--- src/rtl/io_bus_master.sv ---
// io_bus_master: turns single valid/ready requests into one-cycle accesses on the
// shared device bus and returns the result on a valid/ready response channel.
//
// state  | meaning
// IDLE   | bus idle, req_ready high, waiting for a request
// ACCESS | exactly one selected device enabled for one cycle
// RESP   | bus idle, response held until the consumer takes it
module io_bus_master #(
  parameter int NUM_DEVICES = 4,
  parameter int DEV_W       = 3,
  parameter int ADDR_W      = 4,
  parameter int DATA_W      = 8
) (
  input  logic                   clk,
  input  logic                   reset,
  input  logic                   req_valid,
  output logic                   req_ready,
  input  logic                   req_write,
  input  logic [DEV_W-1:0]       req_device,
  input  logic [ADDR_W-1:0]      req_addr,
  input  logic [DATA_W-1:0]      req_wdata,
  output logic                   rsp_valid,
  input  logic                   rsp_ready,
  output logic [DATA_W-1:0]      rsp_rdata,
  output logic                   rsp_err,
  output logic [NUM_DEVICES-1:0] bus_enable,
  output logic                   bus_mode,
  output logic [ADDR_W-1:0]      bus_address,
  output logic [DATA_W-1:0]      bus_wdata,
  input  logic [DATA_W-1:0]      bus_rdata
);

  typedef enum logic [1:0] {
    IDLE   = 2'd0,
    ACCESS = 2'd1,
    RESP   = 2'd2
  } state_e;

  localparam logic [DEV_W:0] NUM_DEV_L = (DEV_W + 1)'(NUM_DEVICES);

  state_e                 state_q, state_d;
  logic [NUM_DEVICES-1:0] bus_enable_q, bus_enable_d;
  logic                   bus_mode_q, bus_mode_d;
  logic [ADDR_W-1:0]      bus_address_q, bus_address_d;
  logic [DATA_W-1:0]      bus_wdata_q, bus_wdata_d;
  logic                   rsp_valid_q, rsp_valid_d;
  logic [DATA_W-1:0]      rsp_rdata_q, rsp_rdata_d;
  logic                   rsp_err_q, rsp_err_d;

  logic                   dev_ok;
  logic [NUM_DEVICES-1:0] dev_sel;

  // Widen by one bit so the range check never truncates NUM_DEVICES.
  assign dev_ok = ({1'b0, req_device} < NUM_DEV_L);

  always_comb begin
    dev_sel = '0;
    for (int i = 0; i < NUM_DEVICES; i++) begin
      if (req_device == DEV_W'(i)) dev_sel[i] = 1'b1;
    end
  end

  always_comb begin
    state_d       = state_q;
    bus_enable_d  = '0;
    bus_mode_d    = 1'b0;
    bus_address_d = '0;
    bus_wdata_d   = '0;
    rsp_valid_d   = rsp_valid_q;
    rsp_rdata_d   = rsp_rdata_q;
    rsp_err_d     = rsp_err_q;

    unique case (state_q)
      IDLE: begin
        if (req_valid) begin
          if (dev_ok) begin
            bus_enable_d  = dev_sel;
            bus_mode_d    = ~req_write;
            bus_address_d = req_addr;
            bus_wdata_d   = req_write ? req_wdata : '0;
            state_d       = ACCESS;
          end else begin
            rsp_valid_d = 1'b1;
            rsp_rdata_d = '0;
            rsp_err_d   = 1'b1;
            state_d     = RESP;
          end
        end
      end
      ACCESS: begin
        // bus_mode_q still holds the read flag of the access in flight.
        rsp_rdata_d = bus_mode_q ? bus_rdata : '0;
        rsp_err_d   = 1'b0;
        rsp_valid_d = 1'b1;
        state_d     = RESP;
      end
      RESP: begin
        if (rsp_ready) begin
          rsp_valid_d = 1'b0;
          state_d     = IDLE;
        end
      end
      default: state_d = IDLE;
    endcase
  end

  always_ff @(posedge clk) begin
    if (reset) begin
      state_q       <= IDLE;
      bus_enable_q  <= '0;
      bus_mode_q    <= 1'b0;
      bus_address_q <= '0;
      bus_wdata_q   <= '0;
      rsp_valid_q   <= 1'b0;
      rsp_rdata_q   <= '0;
      rsp_err_q     <= 1'b0;
    end else begin
      state_q       <= state_d;
      bus_enable_q  <= bus_enable_d;
      bus_mode_q    <= bus_mode_d;
      bus_address_q <= bus_address_d;
      bus_wdata_q   <= bus_wdata_d;
      rsp_valid_q   <= rsp_valid_d;
      rsp_rdata_q   <= rsp_rdata_d;
      rsp_err_q     <= rsp_err_d;
    end
  end

  assign req_ready   = (state_q == IDLE);
  assign rsp_valid   = rsp_valid_q;
  assign rsp_rdata   = rsp_rdata_q;
  assign rsp_err     = rsp_err_q;
  assign bus_enable  = bus_enable_q;
  assign bus_mode    = bus_mode_q;
  assign bus_address = bus_address_q;
  assign bus_wdata   = bus_wdata_q;

endmodule

--- config.mk ---
export PLATFORM = sky130hd
export DESIGN_NAME = io_bus_master
export DESIGN_NICKNAME = d
export VERILOG_FILES = /design/src/rtl/io_bus_master.sv
export SDC_FILE = /design/constraint.sdc
export NUM_CORES = 1
export LEC_CHECK = 0
export BUFFER_PORTS_ARGS = -buffer_cell sky130_fd_sc_hd__buf_2
export CAP_MARGIN = 10
export CORE_ASPECT_RATIO = 1.5
export CORE_MARGIN = 3
export CORE_UTILIZATION = 40
export CTS_BUF_LIST = sky130_fd_sc_hd__clkbuf_4
export DETAILED_ROUTE_END_ITERATION = 16
export HOLD_SLACK_MARGIN = 0.15
export PLACE_DENSITY = 0.76
export SYNTH_ARGS = -nofsm -noshare
export SYNTH_HDL_FRONTEND = slang
export SYNTH_SLANG_ARGS = --single-unit
--- constraint.sdc ---
create_clock -name clk -period 1.3 [get_ports clk]
set_input_delay 0.39 -clock clk [delete_from_list [all_inputs] [get_ports clk]]
set_output_delay 0.39 -clock clk [all_outputs]
set_load 0.02 [all_outputs]
==> flow_summary_export.csv, run 1 <==
group,metric,value,unit
grt,grt_max_degree,15,
layout,syn2layout_area_growth,45.3,%
power_and_ir_drop,leakage,0.000689,uW
clock_tree,cts_root_buf,"clkbuf_4",
yosys,synth_compound_area_share,12.6,%
place,hpwl,1430,um
yosys,synth_top_family_by_area,"simple AND/OR/NAND/NOR gates",
place,port-buffer-count,55,
timing,rsz0062_at_grt,"yes",
yosys,syn_nets,101,
yosys,synth.area.mux_share,0,%
timing,clock-skew-final,0.00685,ns
critical_path,slowest_delay,0.36,ns
grt,track_usage,14.7,%
grt,use_met3,8.29,%
yosys,synth_cell_types,20,
yosys,avgSynthCellArea,12.0,um2
routing,first_pass_iters,3,
run,maxCapViolCount,0,
grt,grt_util_met1,14.4,%
critical_path,crit_arrival,0.91,ns
layout,layout_commonest_cell,"buf_2",
worst_hold_path,hp-class,"input pin to flip-flop",
power_and_ir_drop,p_per_area,1220,nW/um2
critical_path,cp_num_buf_inv,1,
power_and_ir_drop,power.total,1550,uW
routing,drc,0,
layout,num_antenna_cells,0,
routing,vias_per_cell,4.86,
floorplanning,initial_utilization,42.7,%
yosys,seq_area_frac_synth,66.3,%
routing,routed_wl,1890,um
clock_tree,clock_latency,0.32,ns
critical_path,end_kind,"output pin",
floorplanning,core,2050,um2
timing,max_slew_margin,84.4,%
routing,dr.first_iter.drc_count,7,
critical_path,critPathSlowestCell,"dfxtp_4",
grt,grt_pass1_vias,733,
timing,worst_pin_slew,0.234,ns
yosys,yosys.area_share.simple,18.4,%
critical_path,path_class,"flip-flop to output pin",
clock_tree,cts_sinks,29,
timing,finalHoldViolations,0,
grt,globalRouteOverflowTotal,0,
routing,dr_total_vias,778,
yosys,synth_xor_area_share,0,%
yosys,yosysWarnings,0,
critical_path,path_delay_family,"flip-flops",
critical_path,cp-start-kind,"flip-flop",
routing,postRouteAntennaNets,0,
power_and_ir_drop,peakVddDrop,0.000618,V
timing,fmax,0.770,GHz
clock_tree,holdBufCountCts,0,
clock_tree,htree_levels,2,
floorplanning,rows,20,
timing,fin_crit,1.30,ns
routing,wire_per_inst,11.8,um
critical_path,worstPathRequired,0.91,ns
grt,grt_pass1_wl,2900,um
timing,post-route-period-util,99.9,%
clock_tree,cts_tree,"built",
grt,antenna_found_initial,0,
yosys,netlist_instances,73,
grt,grt.busiest_layer,"met2",
floorplanning,die_area,2800,um2
timing,setup_viol,0,
layout,final_cell_mix,"53 x buf_2, 26 x dfxtp_1, 9 x and3_1",
clock_tree,cts_buffers,5,
critical_path,worst-path-max-fanout,2,
clock_tree,clk_pin_slew_worst_paths,0.09,ns
run_status,status,"completed",
floorplanning,die_height,63.3,um
timing,slew_violations,0,
yosys,synth_fa_ha_area_share,0,%
clock_tree,clockBufferDepth,2,
layout,fin_util,62.0,%
grt,met2_usage,23.0,%
yosys,synth_area,876,um2
floorplanning,die_x,44.2,um
critical_path,path_cells,"nor2_4 > buf_6",
yosys,ys_ff_latch,29,
layout,layout-drive-gt1-share,52.2,%
layout,nets,165,
timing,fin_hold_ws,0.256,ns
place,place_congestion,0.737,
floorplanning,num_io_pins,56,
-- Yosys cell counts --
library cell / n / area (um2)
nor2_1: 4 / 15.0
nand3_2: 1 / 10.0
a31oi_1: 1 / 6.26
a211oi_1: 1 / 7.51
buf_6: 1 / 11.3
inv_2: 1 / 3.75
nor2_2: 1 / 6.26
a22o_1: 8 / 70.1
buf_2: 1 / 5.00
nand2b_1: 1 / 6.26
a21o_1: 1 / 7.51
nor3_1: 2 / 10.0
and3_1: 9 / 56.3
nor4bb_1: 1 / 10.0
nor3b_1: 3 / 22.5
a21oi_1: 2 / 10.0
inv_1: 1 / 3.75
a21oi_2: 1 / 8.76
dfxtp_1: 29 / 581
and2_1: 4 / 25.0
-- worst register-to-register path: stages, from the launching register on --
cell,delay (ns)
dfxtp_4,0.36
buf_4,0.14
a21o_1,0.20
a21oi_4,0.26
a22o_1,0.17
-- kinds of logic (layout without fill, tap and decap cells) --
group,count (synthesis),after routing
AO/OA/AOI/OAI,14,14
AND/OR/NAND/NOR,26,26
flip-flops,29,29
buffers and inverters,4,69
-- final timing paths --
path	from	to	slack, ns	cells after the start
worst max-delay path	state_q[1]	req_ready	0.002	2
worst min-delay path	req_device[0]	bus_enable[0]	0.26	2
worst max register to register	state_q[0]	rsp_rdata[4]	0.11	4
worst min register to register	rsp_rdata[7]	rsp_rdata[7]	0.47	1
-- sequential cells by signal (all words and copies together) (netlist names) --
signal	cells
bus_mode	1
rsp_rdata	8
bus_address	4
rsp_err	1
bus_wdata	8
bus_enable	4
state_q	2
rsp_valid	1
-- per-stage QoR --
step / setup TNS [ns] / instance area [um2] / setup slack (ns) / instances
floorplan: 0 / 876 / 0.166 / 73
global placement: 0 / 1170 / 0.0454 / 149
detailed placement: 0 / 1170 / 0.0182 / 149
CTS: -0.0380 / 1240 / -0.0380 / 158
global route: -0.0637 / 1270 / -0.0637 / 160
finish: 0 / 1270 / 0.00170 / 160
-- what timing repair did --
action / 4_1_cts / 5_1_grt
pin swaps: 1 / 1
endpoints found under the setup margin: 1 / 3
buffers inserted: 1 / 2
resized for setup: 5 / 5
-- final cells by class --
type                       count  area, um2
multi-input combinational     40        284
fill                         183        779
clock buffer                   5       37.5
sequential                    29        589
tap                           22       27.5
timing repair buffer          59        314
inverter                       2       7.51
clock inverter                 3       12.5
-- power by group --
part	internal [uW]	switching (uW)
Clock	195	283
Sequential	906	9.30
Combinational	77.6	84.0
-- per-layer routing --
layer  share of wire (%)  wire length (um)
met1                  38               721
met2                  46               866
met3                  13               251
met4                 2.4                46
met5                   0                 0
Note: power is estimated with default switching activity, not from simulation.
==> run 2, diff against run 1 <==
- PLACE_DENSITY: 0.76 -> not set
- PLACE_DENSITY_LB_ADDON: not set -> 0.05
==> run 2 against run 1 <==
Net effect:
- setup slack better by 0.011 ns
- global-route usage is 0.48 points higher
- first-iteration DRC count grew to 3.6 times the previous value
- utilization is 0.18 points lower
- via count is 0.90% lower
- routed wire length is 3.7% lower
- highest routed layer unchanged
==> flow_summary_export.csv, run 2 (same netlist as run 1, synthesis figures left out) <==
group,metric,value,unit
run_status,status,"completed",
clock_tree,clock_latency,0.31,ns
clock_tree,holdBufCountCts,0,
place,hpwl,1380,um
place,pre_cts_slack,0.0141,ns
layout,fin_util,61.8,%
critical_path,path_class,"flip-flop to output pin",
clock_tree,cts_tree,"built",
routing,postRouteAntennaNets,0,
critical_path,worstPathRequired,0.91,ns
layout,nets,164,
grt,grt.busiest_layer,"met2",
clock_tree,cts_buffers,5,
layout,final_cell_mix,"54 x buf_2, 27 x dfxtp_1, 9 x and3_1",
clock_tree,cts_sinks,29,
timing,max_slew_margin,82.5,%
critical_path,end_kind,"output pin",
timing,slew_violations,0,
routing,drc,0,
floorplanning,core,2050,um2
clock_tree,clk_pin_slew_worst_paths,0.08,ns
floorplanning,rows,20,
grt,grt_util_met1,15.4,%
timing,fin_crit,1.29,ns
grt,met2_usage,25.2,%
routing,wire_per_inst,11.4,um
timing,clock-skew-final,0.00139,ns
routing,vias_per_cell,4.85,
timing,setup_viol,0,
place,port-buffer-count,55,
floorplanning,num_io_pins,56,
layout,num_antenna_cells,0,
floorplanning,die_area,2800,um2
grt,globalRouteOverflowTotal,0,
timing,worst_pin_slew,0.260,ns
worst_hold_path,hp-class,"input pin to flip-flop",
timing,fin_hold_ws,0.272,ns
timing,post-route-period-util,99.1,%
timing,timing.final.ws_setup,0.0123,ns
critical_path,r2r_setup_slack,0.12,ns
grt,grt_max_degree,15,
timing,rsz0062_at_grt,"yes",
worst_hold_path,min_to,"bus_enable[1]",
critical_path,worst-path-max-fanout,4,
routing,dr.first_iter.drc_count,25,
floorplanning,initial_utilization,42.7,%
clock_tree,htree_levels,2,
critical_path,worst-r2r-cell-count,4,
clock_tree,cts_root_buf,"clkbuf_4",
power_and_ir_drop,leakage,0.000689,uW
clock_tree,clockBufferDepth,2,
routing,first_pass_iters,4,
worst_hold_path,worstHoldStart,"req_device[1]",
critical_path,crit_arrival,0.90,ns
critical_path,r2r_start,"state_q[0]",
grt,antenna_found_initial,0,
timing,finalHoldViolations,0,
grt,track_usage,15.2,%
floorplanning,die_height,63.3,um
grt,use_met3,5.14,%
power_and_ir_drop,peakVddDrop,0.000750,V
timing,fmax,0.777,GHz
critical_path,cp-start-kind,"flip-flop",
grt,grt_pass1_wl,3170,um
floorplanning,die_x,44.2,um
place,place_congestion,0.723,
run,maxCapViolCount,0,
power_and_ir_drop,p_per_area,1280,nW/um2
timing,tns,0,ns
layout,layout-drive-gt1-share,52.6,%
critical_path,worstReg2RegEnd,"rsp_rdata[4]",
layout,syn2layout_area_growth,44.9,%
worst_hold_path,min_path_cells,2,
grt,grt_pass1_vias,780,
layout,layout_commonest_cell,"buf_2",
routing,routed_wl,1820,um
routing,dr_total_vias,771,
run 2: how the worst max path moves through the flow:
stage,from,endpoint,slack [ns],cells after the start
CTS,state_q[0],req_ready,-0.008,2
detailed placement,req_valid,rsp_rdata[4],0.01,4
finish,state_q[1],req_ready,0.01,2
floorplan,state_q[1],bus_wdata[2],0.17,5
global placement,req_valid,rsp_rdata[4],0.04,4
global route,state_q[1],req_ready,-0.04,2
run 2: power by group:
| part | total, uW | internal [uW] | switching, uW |
|---|---|---|---|
| clock | 549 | 278 | 271 |
| combinational | 155 | 73.2 | 81.6 |
| sequential | 917 | 906 | 10.5 |
| total | 1620 | 1260 | 363 |
run 2: through the flow:
step | cell area (um2) | total power [uW] | instances
after floorplan | 876 | 1010 | 73
after global placement | 1170 | 1070 | 149
after detailed placement | 1170 | 1080 | 149
after CTS | 1260 | 1640 | 159
after global routing | 1270 | 1700 | 159
final | 1270 | 1620 | 159
run 2: layout make-up:
type                       instances  area, um2
multi-input combinational         40        284
clock buffer                       8       60.1
fill                             170        783
inverter                           2       7.51
sequential                        29        586
timing repair buffer              58        304
tap                               22       27.5
run 2: what timing repair did:
action | CTS | global route
setup buffers | 2 | 0
resized for setup | 6 | 1
endpoints found under the setup margin | 1 | 9
pin swaps | 1 | 1
run 2: critical path, cell delays in order, from the launching register on:
cell	delay, ns
dfxtp_2	0.35
nor2_4	0.12
buf_6	0.12
run 2: metal layers:
metal / vias to the layer above / routed length (um)
met5: - / 0
met4: 0 / 26
met3: 4 / 166
met2: 35 / 918
met1: 349 / 706
li1: 383 / -
==> run 3, diff against run 2 <==
- CORE_UTILIZATION: 40 -> 42
- CTS_BUF_LIST: sky130_fd_sc_hd__clkbuf_4 -> sky130_fd_sc_hd__clkbuf_4 sky130_fd_sc_hd__clkbuf_8
==> run 3 against run 2 <==
Net effect:
- the flow now finishes with violations (negative setup slack)
- utilization increased by 4.3 points
- fmax decreased by 1.3%
- sequential share of layout area increased by 0.41 points
- register-to-register slack got worse by 0.04 ns
- die area decreased by 4.2%
- clock skew increased by 0.0078 ns
- critical endpoint unchanged
- largest power group unchanged
==> flow_summary_export.csv, run 3 (same netlist as run 1, synthesis figures left out) <==
group,metric,value,unit
critical_path,r2r_setup_slack,0.08,ns
grt,grt_pass1_wl,2880,um
floorplanning,rows,19,
timing,setup_viol,1,
floorplanning,die_area,2680,um2
place,place_inst,148,
critical_path,crit_arrival,0.92,ns
place,place_congestion,0.740,
grt,antenna_found_initial,0,
routing,routed_wl,1800,um
critical_path,r2r_start,"state_q[0]",
power_and_ir_drop,p_per_area,1270,nW/um2
critical_path,critPathLaunch,"state_q[0]",
critical_path,worstPathRequired,0.91,ns
routing,dr.first_iter.drc_count,9,
floorplanning,initial_utilization,46.1,%
layout,num_antenna_cells,0,
run_status,violations,"negative setup slack",
grt,track_usage,15.4,%
timing,timing.final.ws_setup,-0.00525,ns
floorplanning,num_io_pins,56,
routing,postRouteAntennaNets,0,
critical_path,cp-start-kind,"flip-flop",
power_and_ir_drop,power.total,1600,uW
clock_tree,holdBufCountCts,0,
grt,globalRouteOverflowTotal,0,
clock_tree,cts_tree,"built",
worst_hold_path,worstHoldStart,"req_addr[0]",
timing,worst_pin_slew,0.327,ns
routing,first_pass_iters,2,
floorplanning,core,1900,um2
timing,fin_crit,1.31,ns
layout,nets,164,
critical_path,cp_num_buf_inv,1,
timing,tns,-0.00525,ns
critical_path,end_kind,"output pin",
routing,dr_total_vias,749,
critical_path,slowest_delay,0.36,ns
clock_tree,cts_sinks,29,
clock_tree,cts_root_buf,"clkbuf_4",
run,maxCapViolCount,0,
grt,grt_max_degree,15,
timing,fin_hold_ws,0.254,ns
timing,max_slew_margin,78.2,%
layout,fin_cells,158,
layout,syn2layout_area_growth,43.6,%
grt,grt_pass1_vias,686,
place,hpwl,1350,um
run_status,status,"complete, but fails checks",
clock_tree,clockBufferDepth,2,
timing,rsz0062_at_grt,"yes",
layout,final_cell_mix,"53 x buf_2, 27 x dfxtp_1, 9 x and3_1",
clock_tree,clock_latency,0.33,ns
routing,wire_per_inst,11.4,um
layout,fin_util,66.1,%
critical_path,path_cells,"nor2_4 > buf_6",
timing,post-route-period-util,100,%
timing,fmax,0.766,GHz
power_and_ir_drop,peakVddDrop,0.000831,V
worst_hold_path,hp-class,"input pin to flip-flop",
routing,vias_per_cell,4.74,
critical_path,path_delay_family,"flip-flops",
critical_path,worst-path-max-fanout,2,
critical_path,path_class,"flip-flop to output pin",
critical_path,critPathSlowestCell,"dfxtp_4",
timing,slew_violations,0,
timing,clock-skew-final,0.00916,ns
clock_tree,clk_pin_slew_worst_paths,0.09,ns
routing,drc,0,
layout,layout_commonest_cell,"buf_2",
floorplanning,die_x,43.3,um
power_and_ir_drop,leakage,0.000687,uW
place,port-buffer-count,55,
timing,finalHoldViolations,0,
floorplanning,die_height,61.9,um
clock_tree,cts_buffers,5,
clock_tree,htree_levels,2,
layout,layout-drive-gt1-share,52.6,%
run 3: cell types whose count changed in the layout (fill, tap and decap cells not counted):
cell / delta
a21oi_2: +1
buf_2: -1
a21oi_4: -1
clkinv_2: +2
clkbuf_4: -2
buf_4: +1
run 3: final cells by class:
cell class	count	area (um2)
Tap cell	21	26.3
Timing Repair Buffer	58	307
Fill cell	156	644
Inverter	2	7.51
Clock inverter	2	10.0
Sequential cell	29	586
Clock buffer	6	45.0
Multi-Input combinational cell	40	277
run 3: routing by layer:
layer  vias up  part of all wire [%]  GRT usage (%)
met5         -                     0              0
met4         0                   3.1           11.6
met3         5                    12           8.07
met2        40                    47           24.7
met1       321                    38           15.1
li1        383                     -              -
run 3: final timing paths:
kind,to,cells after the start
min reg2reg,rsp_rdata[3],1
max reg2reg,rsp_rdata[5],4
max,req_ready,2
min,bus_address[0],2
run 3: power breakdown:
part	total (uW)	switching, uW	internal (uW)
clock	527	301	226
sequential	917	10.1	906
combinational	151	78.6	72.9
total	1600	390	1210
run 3: what timing repair did:
action,4_1_cts,5_1_grt
endpoints found under the setup margin,1,2
resized for setup,6,1
endpoints found under the hold margin,0,0
pin swaps,1,0
setup buffers,2,0
run 3: worst register-to-register path: stages (launching register included):
cell     delay (ns)
dfxtp_4        0.36
buf_4          0.14
a21o_1         0.18
a21oi_2        0.31
a22o_1         0.19
run 3: stage by stage:
| step | setup slack, ns | instance area [um2] |
|---|---|---|
| 2_1_floorplan | 0.166 | 876 |
| 3_3_place_gp | 0.0351 | 1170 |
| 3_5_place_dp | 0.0237 | 1170 |
| 4_1_cts | -0.0218 | 1250 |
| 5_1_grt | -0.0609 | 1260 |
| 6_report | -0.00525 | 1260 |
